--- src/rtl/io_in_arbiter.sv ---
// io_in_arbiter: shares the processor's single input word among NSRC sources.
// Each source owns a one-word holding register (valid/ready). A round-robin
// scheduler moves held words into the registered io_in and pulses itr. The
// processor consumes the presented word with req_in.
// Optional build macro: IO_ARB_TAG_EN adds the src_tag output, which carries
// the index of the source whose word is on io_in.
module io_in_arbiter #(
    parameter int NUBITS = 32,
    parameter int NSRC = 4,
    localparam int SW = $clog2(NSRC)
) (
    input  logic                   clk,
    input  logic                   rst,
    input  logic [NSRC-1:0]        s_valid,
    input  logic [NSRC*NUBITS-1:0] s_data,
    output logic [NSRC-1:0]        s_ready,
    input  logic                   req_in,
    output logic [NUBITS-1:0]      io_in,
    output logic                   itr,
    output logic                   urun
`ifdef IO_ARB_TAG_EN
    ,
    output logic [SW-1:0]          src_tag
`endif
);

    typedef enum logic {
        EMPTY = 1'b0,
        FULL  = 1'b1
    } state_t;

    state_t                   state;
    state_t                   state_next;
    logic [NSRC-1:0]          hold_v;
    logic [NSRC*NUBITS-1:0]   hold_data;
    logic [SW-1:0]            rr_ptr;
    logic [SW-1:0]            grant;
    logic [SW-1:0]            ptr_next;
    logic [NSRC-1:0]          rot_v;
    logic [NUBITS-1:0]        grant_word;
    logic                     any_hold;
    logic                     load;
    int                       offset;
    int                       sum;

    assign s_ready    = ~hold_v;
    assign any_hold   = |hold_v;
    assign grant_word = hold_data[grant*NUBITS +: NUBITS];
    assign ptr_next   = (grant == SW'(NSRC - 1)) ? '0 : grant + 1'b1;

    // Round-robin pick: first holding register with a word, starting at rr_ptr.
    always_comb begin
        rot_v  = NSRC'({hold_v, hold_v} >> rr_ptr);
        offset = 0;
        for (int k = NSRC - 1; k >= 0; k--) begin
            if (rot_v[k]) begin
                offset = k;
            end
        end
        sum = int'(rr_ptr) + offset;
        if (sum >= NSRC) begin
            sum = sum - NSRC;
        end
        grant = SW'(sum);
    end

    // Scheduler: load a new word when the presentation slot is free or being consumed.
    always_comb begin
        state_next = state;
        load       = 1'b0;
        case (state)
            EMPTY: begin
                if (any_hold) begin
                    load       = 1'b1;
                    state_next = FULL;
                end
            end
            FULL: begin
                if (req_in) begin
                    if (any_hold) begin
                        load = 1'b1;
                    end else begin
                        state_next = EMPTY;
                    end
                end
            end
            default: state_next = EMPTY;
        endcase
    end

    // Scheduler state register; FULL means a word is currently presented.
    always_ff @(posedge clk or negedge rst) begin
        if (!rst) begin
            state <= EMPTY;
        end else begin
            state <= state_next;
        end
    end

    // Holding registers: accept from empty slots, drain the granted slot on load.
    always_ff @(posedge clk or negedge rst) begin
        if (!rst) begin
            hold_v    <= '0;
            hold_data <= '0;
        end else begin
            for (int i = 0; i < NSRC; i++) begin
                if (load && (grant == SW'(i))) begin
                    hold_v[i] <= 1'b0;
                end else if (s_valid[i] && !hold_v[i]) begin
                    hold_v[i]                     <= 1'b1;
                    hold_data[i*NUBITS +: NUBITS] <= s_data[i*NUBITS +: NUBITS];
                end
            end
        end
    end

    // Presentation register, interrupt pulse, fairness pointer and underrun flag.
    always_ff @(posedge clk or negedge rst) begin
        if (!rst) begin
            io_in   <= '0;
            itr     <= 1'b0;
            urun    <= 1'b0;
            rr_ptr  <= '0;
`ifdef IO_ARB_TAG_EN
            src_tag <= '0;
`endif
        end else begin
            itr <= load;
            if (load) begin
                io_in   <= grant_word;
                rr_ptr  <= ptr_next;
`ifdef IO_ARB_TAG_EN
                src_tag <= grant;
`endif
            end
            if ((state == EMPTY) && req_in) begin
                urun <= 1'b1;
            end
        end
    end

endmodule

--- config.mk ---
export PLATFORM = sky130hd
export DESIGN_NAME = io_in_arbiter
export DESIGN_NICKNAME = d
export VERILOG_FILES = /design/src/rtl/io_in_arbiter.sv
export SDC_FILE = /design/constraint.sdc
export NUM_CORES = 1
export LEC_CHECK = 0
export ABC_AREA = 1
export CAP_MARGIN = 20
export CORE_UTILIZATION = 31
export DETAILED_ROUTE_END_ITERATION = 8
export SYNTH_ARGS = -nofsm -noshare
export SYNTH_HDL_FRONTEND = slang
export SYNTH_SLANG_ARGS = --single-unit
--- constraint.sdc ---
create_clock -name clk -period 2.9 [get_ports clk]
set_input_delay 0.29 -clock clk [delete_from_list [all_inputs] [get_ports clk]]
set_output_delay 0.29 -clock clk [all_outputs]
set_load 0.005 [all_outputs]
==> results.toml, run 1 <==
[worst_setup_path]
criticalPathCategory = "register to register"
worstSetupStartpointType = "register"
cp_cell_sequence = "nand2_1, nand3_1, nand2_1, nand3_1, a21boi_1, ha_2, xor2_2, inv_2, nand3_4, nand2_4, nand3_4, nand2_2, buf_12, nand2_1, nand2_1"
cp_common_cell = "nand2_1"
end_kind = "register"
slowest_stage = "dfrtp_1"
r2r_cells = 15
regToRegEndpoint = "hold_data[100]"
worst-path-max-fanout = 21
r2r_start = "hold_v[0]"
cp_slowest_stage_delay_ps = 490
arrival_ps = 3040
r2r_slack_ps = 170
required_ps = 3210

[timing]
drv_slew = 0
slew_headroom_pct = 47.0
finalClockSkew_ps = 10.8
fmax_mhz = 366
fin_hold_ws_ps = 418
period_needed_ps = 2730
min_period_over_period_pct = 94.2
tns_ps = 0
worstMarginPinSlew_ps = 795
final-setup-viol-count = 0
finalWorstSetupSlack_ps = 169
hold_violations = 0

[route]
ant_nets = 0
wl_per_cell_um = 16.8
viasPerCell = 4.90
vias = 7259
wirelength_mm = 24.9
drt_iter0_markers = 547
drc = 0
drtPass1Iterations = 5

[clock_network]
numClockSinks = 169
clk_pin_slew_worst_paths_ps = 70
clk_latency_ps = 430
cts_tree = "yes"
clockBufferDepth = 2
cts.htree.levels = 4
cts_root_buf = "clkbuf_16"
cts_buffers = 17

[synthesis]
synth.most_common_cell = "nand2_1"
ys_seq_elements = 169
postSynth.asyncResetShare_pct = 100
seq_area_frac_synth_pct = 54.0
synth.avg_cell_area_um2 = 7.93
syn_nets = 1124
syn_area_um2 = 7830
synthCells = 987
netlist.area_leader.share_pct = 54.0
yosys.area.top_type = "dfrtp_1"
synth-edff-count = 0
ys_types = 25
synth-main-ff-cell = "dfrtp_1"
yosys_warnings = 0
synth_common_cells = "nand2_1, nand3_1, dfrtp_1"
ys_top_cells_by_area = "dfrtp_1, nand2_1, nand3_1"

[floorplan]
die_area_um2 = 25900
die-width_um = 161
pin_count = 173
rows = 57
core_um2 = 24500
initial_core_util_pct = 31.9
die_h_um = 161

[power]
vdd_drop_max_mv = 0.630
clockPowerShare_pct = 18.1
power.internal_mw = 7.51
leakagePower_nw = 5.22
switchingPower_mw = 6.14
p_comb_share_pct = 51.7
seq_power_share_pct = 30.2
total_power_mw = 13.6
swShare_pct = 45.0
power_density_nw_per_um2 = 1280

[global_routing]
grt_first_pass_wirelength_mm = 39.8
grt_pass1_vias = 7206
antenna_found_initial = 0
grt_max_degree = 83
grt_overflow = 0
grt.total_usage_pct = 19.9

[place]
hpwl_mm = 17.9
pre_cts_ws_ps = -23.0
gp_congestion = 0.842
numPortBuffers = 172

[job]
max_cap_violations = 0

[final_layout]
drive_above_1_share_pct = 7.87
nets = 1282
utilization_pct = 43.3
diodes = 0
areaGrowthSynthToFinish_pct = 35.8
fillers = 2524
multiInputGateArea_um2 = 3240
seq_area_um2 = 4230

[worst_hold_path]
min_to = "hold_data[89]"
hold_path_class = "input pin to register"
hold_path_depth = 3
min_from = "s_data[89]"

[run_status]
status = "finished, final reports clean"
[cell type report]
type,instances,area share [%]
repair buffers,205,19.3
multi-input cells,733,30.5
flip-flops and latches,169,39.8
inverters,19,0.671
well taps,324,3.81
clock inverters,13,1.90
clock buffers,18,4.04
[cells by family after synthesis]
family	Yosys count	synth area share, %
buffers and inverters	85	4.92
flip-flops	169	54.0
adder cells (fa/ha/maj)	2	0.320
AO/OA/AOI/OAI	9	0.671
AND/OR/NAND/NOR	721	40.0
XOR/XNOR	1	0.112
[placed cells by master (no fill, tap or decap)]
master,n
nand2_1,468
nand3_1,203
clkdlybuf4s50_1,171
dfrtp_1,168
nand4_1,33
buf_4,25
clkbuf_16,17
inv_1,10
inv_2,9
o21ai_0,6
buf_12,6
nor2_2,5
bufinv_16,5
clkinv_2,4
nand2_4,3
nand2_2,3
clkinvlp_4,3
nand3_4,2
buf_6,2
a21boi_1,1
nor2_1,1
nor2_4,1
xor2_2,1
nand4_4,1
nand3_2,1
a22oi_1,1
a21o_1,1
ha_2,1
ha_1,1
inv_6,1
clkbuf_1,1
dlygate4sd3_1,1
dfrtp_2,1
[power by group through the flow]
stage,registers [mW],logic [mW],clock network (mW)
after floorplan,3.96,4.39,0
after global routing,4.24,7.92,2.61
final,4.12,7.05,2.48
after global placement,4.12,6.96,0
after detailed placement,4.12,7.07,0
after CTS,4.11,7.10,2.51
[timing repair]
action,4_1_cts,5_1_grt
hold endpoints to repair,80,0
hold buffers,1,0
gates resized for setup,2,3
setup buffers,0,0
endpoints found under the setup margin,52,126
pin swaps,0,0
[flip-flops by register name, indices dropped and copies added, names as in the netlist]
register and flops:
hold_data 128, hold_v 4, io_in 32, itr 1, rr_ptr 2, state 1, urun 1
[worst max-delay path, delay by kind of cell, from the launching register on]
| kind | cells | cell delay [ps] |
|---|---|---|
| buffers and inverters | 2 | 310 |
| XOR/XNOR | 1 | 220 |
| flip-flops | 1 | 490 |
| AO/OA/AOI/OAI | 1 | 220 |
| AND/OR/NAND/NOR | 10 | 1130 |
| adder cells (fa/ha/maj) | 1 | 250 |
[stage by stage]
stage | instances | cell area (µm²)
2_1_floorplan | 987 | 7830
3_3_place_gp | 1449 | 9970
3_5_place_dp | 1449 | 9970
4_1_cts | 1481 | 10600
5_1_grt | 1481 | 10600
6_report | 1481 | 10600
[how the worst max path moves through the flow]
stage                         start              to  slack, ps  cells past startpoint
after detailed placement  rr_ptr[0]   hold_data[49]        -20                     14
final                     hold_v[0]  hold_data[100]        170                     15
after floorplan           rr_ptr[0]   hold_data[65]        560                     16
after global placement    hold_v[0]   hold_data[50]        130                     13
after global routing      hold_v[0]  hold_data[115]        -20                     15
after CTS                 rr_ptr[0]  hold_data[100]         10                     16
[layer usage]
layer / vias to the layer above / routed length, µm / global-route usage (%)
li1: 3521 / - / -
met1: 3494 / 11700 / 27.9
met2: 214 / 11600 / 31.2
met3: 30 / 1170 / 3.36
met4: 0 / 520 / 6.73
met5: - / 0 / 0
Power figures use the tool's default switching activity.
==> run 2, diff against run 1 <==
--- a/config.mk
+++ b/config.mk
@@ -9,6 +9,7 @@
 export CAP_MARGIN = 20
 export CORE_UTILIZATION = 31
 export DETAILED_ROUTE_END_ITERATION = 8
+export PLACE_DENSITY_LB_ADDON = 0.08
 export SYNTH_ARGS = -nofsm -noshare
 export SYNTH_HDL_FRONTEND = slang
 export SYNTH_SLANG_ARGS = --single-unit
==> results.toml, run 2 (same netlist as run 1, synthesis figures left out) <==
[route]
vias = 7065
drtPass1Iterations = 4
drt_iter0_markers = 405
wl_per_cell_um = 17.4
drc = 0
viasPerCell = 4.77
ant_nets = 0
wirelength_mm = 25.7

[timing]
finalClockSkew_ps = 14.3
finalWorstSetupSlack_ps = 251
slew_headroom_pct = 53.3
worstMarginPinSlew_ps = 701
drv_slew = 0
min_period_over_period_pct = 91.3
final-setup-viol-count = 0
tns_ps = 0
period_needed_ps = 2650
hold_violations = 0
fmax_mhz = 378
rsz0062_at_grt = "false"

[worst_setup_path]
end_kind = "register"
worst-path-max-fanout = 22
required_ps = 3260
worstSetupStartpointType = "register"
arrival_ps = 3010
criticalPathCategory = "register to register"

[global_routing]
grt_first_pass_wirelength_mm = 41.1
grt_max_degree = 68
grt.total_usage_pct = 20.7
grt_pass1_vias = 7229
grt_overflow = 0
antenna_found_initial = 0

[final_layout]
design_area_um2 = 10700
layout_commonest_cell = "nand2_1"
seq_area_um2 = 4230
largest_reg_flops = 128
diodes = 0
drive_above_1_share_pct = 7.77
final_cell_mix = "nand2_1, nand3_1, clkdlybuf4s50_1, dfrtp_1, nand4_1"
multiInputGateArea_um2 = 3240
fillers = 2474
nets = 1282
top_regs = "hold_data x128, io_in x32, hold_v x4"
areaGrowthSynthToFinish_pct = 36.0
regMostFlops = "hold_data"

[run_status]
status = "finished, final reports clean"

[floorplan]
pin_count = 173
rows = 57
die-width_um = 161
core_um2 = 24500
die_h_um = 161
die_area_um2 = 25900
initial_core_util_pct = 31.9

[clock_network]
clk_latency_ps = 430
clk_pin_slew_worst_paths_ps = 70
cts_tree = "yes"
numClockSinks = 169
cts.htree.levels = 4
cts_root_buf = "clkbuf_16"
clockBufferDepth = 2
post-cts-setup-buffers = 0
cts_buffers = 17

[power]
vdd_drop_max_mv = 0.826
power_density_nw_per_um2 = 1280
total_power_mw = 13.7
leakagePower_nw = 5.23

[worst_hold_path]
hold_path_class = "input pin to register"

[place]
pre_cts_ws_ps = 187
post_dp_cell_area_um2 = 9990
numPortBuffers = 172
hpwl_mm = 18.1
gp_congestion = 0.786

[job]
max_cap_violations = 0
==> run 2: final timing paths <==
check | startpoint | end | slack [ps] | cells after the start
setup / recovery | rr_ptr[0] | hold_data[37] | 250 | 15
hold / removal | s_data[16] | hold_data[16] | 410 | 3
setup reg to reg | rr_ptr[0] | hold_data[37] | 250 | 15
hold reg to reg | urun | urun | 460 | 1
max in group asynchronous | rst | hold_data[2] | 1700 | 3
min in group asynchronous | rst | hold_v[2] | 430 | 2
==> run 2: power breakdown <==
group / internal [mW] / switching, mW / total (mW)
Combinational: 2.56 / 4.52 / 7.08
Clock: 1.47 / 1.04 / 2.50
Sequential: 3.45 / 0.637 / 4.09
Total: 7.48 / 6.19 / 13.7
==> run 2: critical path: stages (launching register included) <==
cell	delay, ps
dfrtp_1	470
inv_2	90
nand2_1	80
nand3_1	70
nand2_1	100
nand3_1	70
a21boi_0	240
ha_2	230
xor2_1	290
inv_2	80
nand3_4	150
nand4_4	130
nand2_2	250
buf_12	210
nand2_1	70
nand2_1	50
==> run 2: stage by stage <==
| step | instances | util, % | hold slack [ps] |
|---|---|---|---|
| after global placement | 1449 | 40.7 | 367 |
| after detailed placement | 1449 | 40.7 | 359 |
| after global routing | 1482 | 43.4 | 418 |
| after floorplan | 987 | - | -5.59 |
| final | 1482 | 43.4 | 414 |
| after CTS | 1482 | 43.3 | 406 |
==> run 2: repair_timing <==
item                                    CTS  global route
endpoints found under the hold margin    64             0
hold buffers                              1             0
resized for setup                         0             4
endpoints found under the setup margin    0            65
==> run 2: area by class of cell <==
class | count | area share [%]
clock inverters | 14 | 1.94
flip-flops and latches | 169 | 39.7
clock buffers | 18 | 4.03
inverters | 19 | 0.670
multi-input cells | 733 | 30.4
well taps | 324 | 3.81
repair buffers | 205 | 19.5
==> run 2: metal layers <==
layer | global-route usage (%) | wire length [µm]
met1 | 31.1 | 13000
met4 | 5.62 | 389
met2 | 30.3 | 11300
met5 | 0 | 0
met3 | 3.54 | 1080
==> run 3, diff against run 2 <==
--- a/config.mk
+++ b/config.mk
@@ -10,6 +10,7 @@
 export CORE_UTILIZATION = 31
 export DETAILED_ROUTE_END_ITERATION = 8
 export PLACE_DENSITY_LB_ADDON = 0.08
+export SKIP_LAST_GASP = 1
 export SYNTH_ARGS = -nofsm -noshare
 export SYNTH_HDL_FRONTEND = slang
 export SYNTH_SLANG_ARGS = --single-unit
==> results.toml, run 3 (same netlist as run 1, synthesis figures left out) <==
[clock_network]
clockBufferDepth = 2
post-cts-setup-buffers = 0
cts_root_buf = "clkbuf_16"
clk_pin_slew_worst_paths_ps = 70
numClockSinks = 169
cts_buffers = 17
cts.htree.levels = 4
clk_latency_ps = 430
cts_tree = "yes"

[worst_hold_path]
hold_path_class = "input pin to register"

[global_routing]
grt_pass1_vias = 7229
grt_overflow = 0
antenna_found_initial = 0
grt_max_degree = 68
grt.total_usage_pct = 20.7
grt_first_pass_wirelength_mm = 41.1

[final_layout]
fillers = 2474
nets = 1282
largest_reg_flops = 128
drive_above_1_share_pct = 7.77
layout_commonest_cell = "nand2_1"
regMostFlops = "hold_data"
diodes = 0
fin_cells = 1482
seq_area_um2 = 4230
top_regs = "hold_data x128, io_in x32, hold_v x4"
areaGrowthSynthToFinish_pct = 36.0
multiInputGateArea_um2 = 3240
final_cell_mix = "nand2_1, nand3_1, clkdlybuf4s50_1, dfrtp_1, nand4_1"

[power]
power.internal_mw = 7.47
total_power_mw = 13.7
swShare_pct = 45.3
seq_power_share_pct = 29.9
clockPowerShare_pct = 18.3
p_comb_share_pct = 51.8
vdd_drop_max_mv = 0.826
switchingPower_mw = 6.19
leakagePower_nw = 5.22
power_density_nw_per_um2 = 1280

[route]
drt_iter0_markers = 405
ant_nets = 0
wl_per_cell_um = 17.4
drtPass1Iterations = 4
drc = 0
wirelength_mm = 25.7
viasPerCell = 4.76
vias = 7059

[place]
numPortBuffers = 172
dpl.cell_count = 1449
gp_congestion = 0.786
hpwl_mm = 18.1

[floorplan]
core_um2 = 24500
die_area_um2 = 25900
initial_core_util_pct = 31.9
pin_count = 173
rows = 57
die_h_um = 161
die-width_um = 161

[worst_setup_path]
arrival_ps = 3010
end_kind = "register"
worst-path-max-fanout = 22
cp_slowest_stage_delay_ps = 470
cp_top_family = "simple AND/OR/NAND/NOR gates"
cp_common_cell = "nand2_1"
crit_buf_inv = 3
criticalPathCategory = "register to register"
cp_cell_sequence = "inv_2, nand2_1, nand3_1, nand2_1, nand3_1, a21boi_0, ha_2, xor2_1, inv_2, nand3_4, nand4_4, nand2_2, buf_12, nand2_1, nand2_1"
required_ps = 3260
worstSetupStartpointType = "register"
slowest_stage = "dfrtp_1"

[timing]
hold_violations = 0
slew_headroom_pct = 53.2
min_period_over_period_pct = 91.3
fmax_mhz = 378
period_needed_ps = 2650
rsz0062_at_grt = "true"
drv_slew = 0
finalClockSkew_ps = 14.3
worstMarginPinSlew_ps = 701
final-setup-viol-count = 0

[run_status]
status = "finished, final reports clean"

[job]
max_cap_violations = 0
==> run 3: cell counts in the layout (fill, tap and decap cells not counted) <==
No cell type changed its count.
==> run 3: path summary, 6_finish.rpt <==
path	startpoint	slack, ps	cells past startpoint	end
min in group asynchronous	rst	430	2	hold_v[2]
worst min register to register	urun	460	1	urun
worst max-delay path	rr_ptr[0]	250	15	hold_data[37]
worst max register to register	rr_ptr[0]	250	15	hold_data[37]
max in group asynchronous	rst	1700	3	hold_data[2]
worst min-delay path	s_data[16]	410	3	hold_data[16]
==> run 3: worst min-delay path, delay by kind of cell <==
family | cells | cell delay [ps]
buffers and inverters | 1 | 400
and+or+nand+nor | 2 | 130
==> run 3: per-layer routing <==
| metal | track usage (%) | vias up | share of wire, % |
|---|---|---|---|
| met5 | 0 | - | 0 |
| met4 | 5.62 | 0 | 1.5 |
| met3 | 3.54 | 22 | 4.0 |
| met2 | 30.3 | 167 | 44 |
| met1 | 31.1 | 3361 | 51 |
| li1 | - | 3509 | - |
==> run 3: final cells by class <==
type	instances	share of cell area, %
Clock buffer	18	4.03
Sequential cell	169	39.7
Multi-Input combinational cell	733	30.4
Tap cell	324	3.81
Clock inverter	14	1.94
Inverter	19	0.670
Timing Repair Buffer	205	19.4
==> run 3: power groups by stage <==
stage          combinational (mW)  clock (mW)  sequential [mW]
2_1_floorplan                4.39           0             3.96
3_3_place_gp                 7.10           0             4.11
3_5_place_dp                 7.13           0             4.11
4_1_cts                      7.15        2.55             4.09
5_1_grt                      7.92        2.65             4.22
6_report                     7.07        2.50             4.09
==> run 3: timing repair <==
item / in CTS / in global routing
setup endpoints to repair: 0 / 65
hold buffers: 1 / 0
resized for setup: 0 / 3
hold endpoints to repair: 64 / 0
==> run 3: through the flow <==
stage	hold WS (ps)	setup slack, ps	cell area (µm²)	util (%)	TNS (ps)
2_1_floorplan	-5.59	561	7830	-	0
3_3_place_gp	367	251	9990	40.7	0
3_5_place_dp	359	187	9990	40.7	0
4_1_cts	406	176	10600	43.3	0
5_1_grt	418	-0.589	10600	43.4	-0.589
6_report	413	251	10600	43.4	0
